--- src/rtl/fb_pkg.sv ---
// Shared framebuffer geometry, pixel/coordinate types and the fill-engine state encoding.
package fb_pkg;

  localparam int WIDTH = 12;
  localparam int H_RES = 640;
  localparam int V_RES = 480;
  localparam int ADDRW = 19;

  typedef logic [WIDTH-1:0] pixel_t;
  typedef logic [9:0]       coord_x_t;
  typedef logic [8:0]       coord_y_t;

  typedef enum logic [1:0] {
    IDLE,
    SETUP,
    FILL
  } fill_state_t;

endpackage

--- src/rtl/fb_rect_clip.sv ---
// Combinational bounds check for a fill rectangle: effective extent plus reject flag.
// RECT_CLIP_EN selects clipping to the screen instead of rejecting out-of-range commands.
module fb_rect_clip
  import fb_pkg::*;
#(
  parameter int HRES = H_RES,
  parameter int VRES = V_RES
) (
  input  coord_x_t x,
  input  coord_y_t y,
  input  coord_x_t w,
  input  coord_y_t h,
  output coord_x_t w_eff,
  output coord_y_t h_eff,
  output logic     reject
);

`ifdef RECT_CLIP_EN
  logic [10:0] x_room;
  logic [9:0]  y_room;

  // An origin off-screen yields an empty rectangle, never an error.
  always_comb begin
    x_room = 11'(HRES) - {1'b0, x};
    y_room = 10'(VRES) - {1'b0, y};
    reject = 1'b0;
    w_eff  = '0;
    h_eff  = '0;
    if (({1'b0, x} < 11'(HRES)) && ({1'b0, y} < 10'(VRES))) begin
      w_eff = ({1'b0, w} > x_room) ? x_room[9:0] : w;
      h_eff = ({1'b0, h} > y_room) ? y_room[8:0] : h;
    end
  end
`else
  logic [10:0] x_end;
  logic [9:0]  y_end;

  assign x_end  = {1'b0, x} + {1'b0, w};
  assign y_end  = {1'b0, y} + {1'b0, h};
  assign reject = (x_end > 11'(HRES)) || (y_end > 10'(VRES));
  assign w_eff  = w;
  assign h_eff  = h;
`endif

endmodule

--- src/rtl/fb_rect_fill.sv ---
// Rectangle-fill write initiator for the framebuffer RAM write port (one pixel per clock).
// Build with RECT_CLIP_EN to clip rectangles to the screen instead of rejecting them.
module fb_rect_fill #(
  parameter int WIDTH = fb_pkg::WIDTH,
  parameter int H_RES = fb_pkg::H_RES,
  parameter int V_RES = fb_pkg::V_RES,
  parameter int ADDRW = fb_pkg::ADDRW
) (
  input  logic             clock,
  input  logic             reset_n,
  input  logic             cmd_valid,
  output logic             cmd_ready,
  input  logic [9:0]       cmd_x,
  input  logic [8:0]       cmd_y,
  input  logic [9:0]       cmd_w,
  input  logic [8:0]       cmd_h,
  input  logic [WIDTH-1:0] cmd_color,
  output logic             busy,
  output logic             done,
  output logic             err,
  output logic [ADDRW-1:0] wraddress,
  output logic [WIDTH-1:0] data,
  output logic             wren
);
  import fb_pkg::*;

  fill_state_t      state;
  coord_x_t         x_q, w_q;
  coord_y_t         y_q, h_q;
  logic [WIDTH-1:0] color_q;
  logic [10:0]      cx, x_last;
  logic [9:0]       cy, y_last;
  logic [ADDRW-1:0] row_base;
  logic [ADDRW-1:0] base_setup;
  coord_x_t         w_eff;
  coord_y_t         h_eff;
  logic             reject;
  logic             accept;
  logic             last_col, last_pix;

  fb_rect_clip #(
    .HRES(H_RES),
    .VRES(V_RES)
  ) u_clip (
    .x     (x_q),
    .y     (y_q),
    .w     (w_q),
    .h     (h_q),
    .w_eff (w_eff),
    .h_eff (h_eff),
    .reject(reject)
  );

  // The only multiply; later rows step the base by H_RES.
  assign base_setup = ADDRW'(y_q) * ADDRW'(H_RES);
  assign accept     = cmd_valid && cmd_ready;
  assign last_col   = (cx == x_last);
  assign last_pix   = last_col && (cy == y_last);

  // Command copy and scan counters; qualified by state, so no reset needed.
  always_ff @(posedge clock) begin
    case (state)
      IDLE: begin
        if (accept) begin
          x_q     <= cmd_x;
          y_q     <= cmd_y;
          w_q     <= cmd_w;
          h_q     <= cmd_h;
          color_q <= cmd_color;
        end
      end
      SETUP: begin
        cx       <= 11'(x_q);
        cy       <= 10'(y_q);
        row_base <= base_setup;
        x_last   <= 11'(x_q) + 11'(w_eff) - 11'd1;
        y_last   <= 10'(y_q) + 10'(h_eff) - 10'd1;
      end
      FILL: begin
        if (!last_pix) begin
          if (last_col) begin
            cx       <= 11'(x_q);
            cy       <= cy + 10'd1;
            row_base <= row_base + ADDRW'(H_RES);
          end else begin
            cx <= cx + 11'd1;
          end
        end
      end
      default: ;
    endcase
  end

  // Control FSM and registered write port; wren holds the pixel at (cx, cy).
  always_ff @(posedge clock or negedge reset_n) begin
    if (!reset_n) begin
      state     <= IDLE;
      cmd_ready <= 1'b1;
      busy      <= 1'b0;
      done      <= 1'b0;
      err       <= 1'b0;
      wren      <= 1'b0;
      wraddress <= '0;
      data      <= '0;
    end else begin
      case (state)
        IDLE: begin
          done <= 1'b0;
          err  <= 1'b0;
          wren <= 1'b0;
          if (accept) begin
            cmd_ready <= 1'b0;
            busy      <= 1'b1;
            state     <= SETUP;
          end
        end
        SETUP: begin
          if ((w_eff == '0) || (h_eff == '0) || reject) begin
            state     <= IDLE;
            done      <= 1'b1;
            err       <= reject;
            busy      <= 1'b0;
            cmd_ready <= 1'b1;
          end else begin
            state     <= FILL;
            wren      <= 1'b1;
            data      <= color_q;
            wraddress <= base_setup + ADDRW'(x_q);
          end
        end
        FILL: begin
          if (last_pix) begin
            state     <= IDLE;
            wren      <= 1'b0;
            done      <= 1'b1;
            err       <= 1'b0;
            busy      <= 1'b0;
            cmd_ready <= 1'b1;
          end else if (last_col) begin
            wraddress <= row_base + ADDRW'(H_RES) + ADDRW'(x_q);
          end else begin
            wraddress <= row_base + ADDRW'(cx) + ADDRW'(1);
          end
        end
        default: begin
          state     <= IDLE;
          cmd_ready <= 1'b1;
          busy      <= 1'b0;
          wren      <= 1'b0;
        end
      endcase
    end
  end

endmodule
--- config.mk ---
export PLATFORM = sky130hd
export DESIGN_NAME = fb_rect_fill
export DESIGN_NICKNAME = d
export VERILOG_FILES = /design/src/rtl/fb_pkg.sv /design/src/rtl/fb_rect_clip.sv /design/src/rtl/fb_rect_fill.sv
export SDC_FILE = /design/constraint.sdc
export NUM_CORES = 1
export LEC_CHECK = 0
export CORE_AREA = 2 2 134 110
export CTS_BUF_LIST = sky130_fd_sc_hd__clkbuf_8
export CTS_CLUSTER_SIZE = 30
export DETAILED_ROUTE_END_ITERATION = 10
export DIE_AREA = 0 0 136 112
export PLACE_DENSITY = 0.89
export SYNTH_ARGS = -nofsm -noshare
export SYNTH_HDL_FRONTEND = slang
export SYNTH_SLANG_ARGS = --single-unit
--- constraint.sdc ---
create_clock -name clock -period 7 [get_ports clock]
set_clock_uncertainty 0.05 [all_clocks]
set_input_delay 0.7 -clock clock [delete_from_list [all_inputs] [get_ports clock]]
set_output_delay 0.7 -clock clock [all_outputs]
set_load 0.01 [all_outputs]
==> results of run 1 <==
cells by family (layout without fill, tap and decap cells):
| group | count (synthesis) | in the layout | share of synthesized area |
|---|---|---|---|
| flops | 142 | 142 | 0.471 |
| simple gates | 217 | 217 | 0.128 |
| buf+inv | 51 | 149 | 0.0249 |
| fa+ha+maj | 60 | 60 | 0.0908 |
| mux | 45 | 45 | 0.0604 |
| compound gates | 156 | 156 | 0.121 |
| xor+xnor | 103 | 103 | 0.104 |
metal layers:
layer	track usage	wire, um	vias to the layer above
met1	0.368	8400	3115
met4	0.0826	412	0
met2	0.426	9100	307
met3	0.0879	1900	37
li1	-	-	3011
met5	0	0	-
critical path, cell delays in order, from the launching register on:
cell and delay, ns:
edfxtp_1 0.42, ha_1 0.26, fa_1 0.44, and3_1 0.22, o211a_1 0.25, or4_4 0.45
a211oi_2 0.27, a211oi_2 0.17, nor4b_4 0.96, nor2_1 0.12, mux2_1 0.34
worst paths after layout:
kind | endpoint | slack, ns | cells after the start | from
setup reg to reg | done | 2.92 | 10 | w_q[0]
hold / removal | wraddress[8] | 0.32 | 1 | reset_n
max in group asynchronous | wraddress[4] | 6.01 | 1 | reset_n
setup / recovery | done | 2.92 | 10 | w_q[0]
hold reg to reg | data[10] | 0.44 | 1 | color_q[10]
min in group clock | data[10] | 0.44 | 1 | color_q[10]
report_power, final:
group / internal [uW] / leakage (uW) / switching (uW) / total (uW)
Clock: 358 / 0.000203 / 345 / 703
Combinational: 1140 / 0.00228 / 1350 / 2490
Sequential: 1390 / 0.00143 / 317 / 1710
state kept, by name, summed over array words and instances (netlist names):
name,flops
err,1
wren,1
color_q,12
h_q,9
w_q,10
cx,11
y_q,9
data,12
row_base,12
busy,1
cy,10
x_q,10
y_last,10
cmd_ready,1
done,1
state,2
x_last,11
wraddress,19
per-stage QoR:
stage | util | hold slack (ns) | std cells
3_3_place_gp | 0.693 | 0.390 | 1025
5_1_grt | 0.723 | 0.375 | 1056
3_5_place_dp | 0.693 | 0.405 | 1025
4_1_cts | 0.723 | 0.329 | 1056
6_report | 0.723 | 0.318 | 1056
2_1_floorplan | - | 0.354 | 774
cell usage after synthesis (4+ instances only):
cell type  instances
or3_1              6
nor4_1             7
a21o_1             8
nor3_1            11
xor2_1            45
o21ai_0           47
nor3b_1            4
fa_1               5
a211oi_1           6
nand3_1           22
nand2b_1           9
edfxtp_1         104
inv_1             28
o21a_1             8
nand2_1           58
xnor2_1           58
a21oi_1           37
mux2i_1           11
mux2_4             8
nand4_1           10
nor2_1            44
and2_1             9
mux2_1             9
clkbuf_1          17
ha_1              54
a31oi_1            4
nor2b_1            9
dfrtp_1           37
mux2_2            17
and3_1            14
area by class of cell:
| class | instances | area [um2] |
|---|---|---|
| fill | 954 | 3870 |
| clock inverter | 14 | 181 |
| sequential | 142 | 4080 |
| tap | 184 | 230 |
| multi-input combinational | 581 | 4370 |
| timing repair buffer | 90 | 891 |
| clock buffer | 17 | 234 |
| inverter | 28 | 105 |
==> key figures, run 1 <==
Synth
  • Primary FF master, synth: edfxtp_1
  • Post-Syn Area: 0.00866 mm2
  • Avg Cell Area, Syn: 11.2 um2
  • Cell taking the most area after synthesis: edfxtp_1
  • Post-synth EDFFs: 104
  • Post-synth top area share: 0.361
  • Ranking of synthesized cells by area: edfxtp_1 (36%), dfrtp_1 (11%), ha_1 (7.8%), xnor2_1 (5.9%), xor2_1 (4.6%)
  • Post-synthesis sequential area ratio: 0.471
  • Async SR Flop Fraction: 0.268
  • Library cells used by synthesis: 77
  • Seq cells post-synth: 142
  • Post-Syn Nets: around 890
  • Syn. warnings: 0
  • Post-Synthesis Cells: 774

Placed design
  • Pre-CTS setup slack: between 2 and 3 ns
  • DP HPWL: about 15,000 um
  • GPL Wtd Cong: ~0.91
  • Post-DP Area: 0.00967 mm2
  • PortBufs: 88

Worst setup path
  • Worst-path fanout max: 17
  • CP startpoint kind: register
  • CP Capture Type: register
  • Worst Path Arrival: around 4.4 ns
  • Kind of critical path: register to register
  • Worst EP required: 7.30 ns

Pwr
  • Worst vdd ir: 0.000304 V
  • Design Power: between 4000 and 5000 uW
  • Leak: 0.00391 uW
  • Power Density: 485 mW/mm2

Floorplanning
  • IO Pins: 89
  • Die width: 136 um
  • Initial core utilization: 0.620
  • Cell Rows: 39
  • Die H: ~110 um
  • Core outline area: 0.0140 mm2
  • Die ar.: ~0.015 mm2

Timing
  • Max_slew headroom: 0.200
  • Hold Violations, Final: 0
  • Fmax: 245 MHz
  • Actual slew at the worst max-slew pin: approximately 1.2 ns
  • Unrepaired setup endpoints after global routing: false
  • Finish-stage setup viols: 0
  • TNS Setup: 0 ns
  • Slew Viols, Final: 0
  • Fin crit share: 0.583
  • Crit path time final: between 4 and 5 ns
  • Setup WS post-layout: 2.92 ns

Routing
  • Via count: roughly 6.5k
  • Drt drc: 0
  • Final ANT Viol Nets: 0
  • Vias per inst: 6.13
  • Avg WL per Cell: 18.8 um
  • Total routed wirelength: 19,800 um
  • First-pass detailed-route iteration total: 5
  • Initial drt markers: around 630

Worst hold path
  • Min-delay worst type: input port to asynchronous set/reset pin

CTS
  • Worst skew pair latency: between 0.4 and 0.5 ns
  • CTS tree: built
  • Post-CTS resize count: 0
  • CTS buffer count: 17
  • Clock Root Buffer: clkbuf_8
  • H-tree depth: 4
  • Clk pin slew, worst setup/hold paths: 0.09 ns
  • Maximum buffer depth of the clock tree: 2
  • Post-CTS Setup Bufs: 0
  • Clock sinks: 142
  • Hold Buf Count CTS: 0

Final layout
  • P&R area growth vs syn: 16.5%
  • Finished layout cell area: 0.0101 mm2
  • N_diodes: 0
  • # nets final: around 970
  • Commonest non-fill, non-tap cells in the layout: edfxtp_1 (104), clkdlybuf4s50_1 (87), nand2_1 (58), xnor2_1 (58), ha_1 (54)
  • Fraction of layout cells with a size suffix above 1: 0.0849
  • Commonest non-fill, non-tap cell in the layout: edfxtp_1

Global routing
  • First-pass GRT wire length: 32,000 um
  • Total gr overflow: 0
  • Largest net degree at the start of global routing: 51
  • Total GRT Usage: 0.274
  • Initial antenna violation count: 0
  • Vias in the first global route: 6,315

Flow run
  • Max Cap Viol: 0

Outcome
  • Status: complete, no violations
Power figures use the tool's default switching activity.
==> inputs of run 2 (changes only) <==
- CORE_AREA: 2 2 134 110 -> 2 2 145 119
- DIE_AREA: 0 0 136 112 -> 0 0 147 121
- PLACE_DENSITY: 0.89 -> 0.8
- clock period: 7 -> 3.6 ns (I/O delays scaled with it)
==> key figures, run 2 (synthesis results as in run 1) <==
Worst hold path
  • Min-delay worst type: input port to asynchronous set/reset pin

Floorplanning
  • Die H: 121 um (+8.0%)
  • Initial core utilization: 0.531 (-0.0889)
  • IO Pins: 89 (unchanged)
  • Die width: 147 um (+8.1%)
  • Core outline area: 0.0163 mm2 (+17%)
  • Die ar.: 0.0178 mm2 (+17%)
  • Cell Rows: 42 (+7.7%)

Routing
  • Initial drt markers: 443 (-29%)
  • Vias per inst: 5.73 (-6.5%)
  • Drt drc: 0 (unchanged)
  • First-pass detailed-route iteration total: 5 (unchanged)
  • Via count: 6,388 (-1.3%)
  • Total routed wirelength: 19,700 um (-0.73%)
  • Avg WL per Cell: 17.6 um (-6.0%)
  • Final ANT Viol Nets: 0 (unchanged)

Worst setup path
  • Worst EP required: 3.90 ns (-3.40 ns)
  • Cell Chain, Critical Path: ha_2 -> fa_2 -> and3_1 -> o211a_1 -> or4_4 -> a211oi_4 -> a211oi_4 -> o31ai_4 -> nand2_8 -> clkbuf_8 -> mux2_2
  • Worst Path Arrival: 3.78 ns (-0.60 ns)
  • CP Capture Type: register
  • CP startpoint kind: register
  • Worst path slowest cell: or4_4
  • Worst-path fanout max: 9 (-8)
  • CP top delay family: compound AO/OA/AOI/OAI gates
  • Kind of critical path: register to register
  • CP most frequent cell: a211oi_4
  • WP buf/inv: 1 (+1)
  • R2R Setup Slk: 0.12 ns (-2.79 ns)
  • Delay of the slowest critical-path stage: 0.46 ns (-0.50 ns)

Timing
  • Max_slew headroom: 0.304 (+0.104)
  • Actual slew at the worst max-slew pin: 1.04 ns (-0.157 ns)
  • Unrepaired setup endpoints after global routing: false
  • TNS Setup: 0 ns (unchanged)
  • Fmax: 288 MHz (+17%)
  • Fin crit share: 0.966 (+0.382)
  • Crit path time final: 3.48 ns (-0.607 ns)
  • Hold Violations, Final: 20 (+20)
  • Final hold slack: -0.0258 ns (-0.344 ns)
  • Finish-stage setup viols: 0 (unchanged)
  • Slew Viols, Final: 0 (unchanged)

CTS
  • Clk pin slew, worst setup/hold paths: 0.09 ns (about the same)
  • Clock sinks: 142 (unchanged)
  • H-tree depth: 4 (unchanged)
  • Clock Root Buffer: clkbuf_8
  • Maximum buffer depth of the clock tree: 2 (unchanged)
  • Hold Buf Count CTS: 0 (unchanged)
  • CTS tree: built
  • Worst skew pair latency: 0.47 ns (about the same)
  • CTS buffer count: 17 (unchanged)

Flow run
  • Max Cap Viol: 0 (unchanged)

Placed design
  • # placed instances: 1,079 (+5.3%)
  • DP HPWL: 14,600 um (+0.11%)
  • GPL Wtd Cong: 0.898 (-1.6%)
  • Post-DP Area: 0.00986 mm2 (+2.0%)
  • PortBufs: 88 (unchanged)

Outcome
  • Status: complete, but fails checks
  • Failing checks: negative hold slack

Final layout
  • Fraction of layout cells with a size suffix above 1: 0.113 (+0.0280)
  • Largest register FFs: 19 (unchanged)
  • # nets final: 994 (+2.3%)
  • P&R area growth vs syn: 20.0%
  • Post-Layout Cell Count: 1,115 (+5.6%)
  • Commonest non-fill, non-tap cells in the layout: edfxtp_1 (104), clkdlybuf4s50_1 (87), nand2_1 (58), xnor2_1 (58), ha_1 (53)
  • Commonest non-fill, non-tap cell in the layout: edfxtp_1
  • Finished layout cell area: 0.0104 mm2 (+3.0%)
  • Reg with most FFs: wraddress
  • N_diodes: 0 (unchanged)

Global routing
  • Largest net degree at the start of global routing: 39 (-24%)
  • First-pass GRT wire length: 32,100 um (+0.33%)
  • Initial antenna violation count: 0 (unchanged)
  • Total gr overflow: 0 (unchanged)
  • Total GRT Usage: 0.230 (-0.0437)
  • Vias in the first global route: 6,311 (-0.063%)

Pwr
  • Worst vdd ir: 0.000563 V (+85%)
  • Leak: 0.00405 uW (+3.4%)
  • Power Density: 939 mW/mm2 (+93%)
## run 2: cell count changes in the layout (fill, tap and decap cells not counted), sizes merged
cell | previous run | this run
clkinv | 3 | 2
inv | 34 | 39
clkbuf | 17 | 18
clkinvlp | 2 | 0
buf | 3 | 24
bufinv | 3 | 2
## run 2: worst reg2reg max path, cell delays in order, from the launching register on
cell and delay, ns:
edfxtp_1 0.44, ha_2 0.23, fa_2 0.37, and3_1 0.21
o211a_1 0.26, or4_4 0.46, a211oi_4 0.29, a211oi_4 0.13
o31ai_4 0.38, nand2_8 0.08, clkbuf_8 0.19, mux2_2 0.28
## run 2: path summary, 6_finish.rpt
check                                      to       start  cells after the start
worst max-delay path            wraddress[10]      x_q[0]                     11
worst min-delay path            wraddress[13]     reset_n                      1
worst max register to register  wraddress[10]      x_q[0]                     11
worst min register to register        data[5]  color_q[5]                      1
max in group asynchronous             data[9]     reset_n                      1
min in group clock                     w_q[1]    cmd_w[1]                      1
## run 2: routing by layer
metal | part of all wire | vias to the layer above | wire length (um) | track usage
li1 | - | 3068 | - | -
met1 | 0.46 | 3017 | 9080 | 0.323
met2 | 0.44 | 275 | 8620 | 0.350
met3 | 0.083 | 28 | 1630 | 0.0613
met4 | 0.017 | 0 | 333 | 0.0751
met5 | 0 | - | 0 | 0
## run 2: report_power, final
| part | leakage, uW | switching, uW | internal [uW] |
|---|---|---|---|
| logic | 0.00240 | 2680 | 2410 |
| registers | 0.00143 | 601 | 2690 |
| clock network | 0.000216 | 723 | 654 |
| total | 0.00405 | 4000 | 5750 |
## run 2: what timing repair did
action                     in CTS  in global routing
buffers inserted                0                  4
pin swaps                       0                  3
setup endpoints to repair      10                 31
gates resized for setup         2                  6
## run 2: through the flow
step	setup slack, ns	hold slack, ns	power (uW)	utilization
after floorplan	0.175	0.0144	6650	-
after global placement	0.119	0.390	8050	0.605
after detailed placement	-0.0295	0.401	8160	0.605
after CTS	0.00794	0.00515	9610	0.632
after global routing	0.00811	0.0508	10400	0.637
final	0.123	-0.0258	9750	0.637
## run 2: final cells by class
type	count	area, um2
clock buffer	17	234
clock inverter	15	186
fill	1266	5910
inverter	28	105
multi-input combinational	581	4420
sequential	142	4080
tap	220	275
timing repair buffer	112	1090
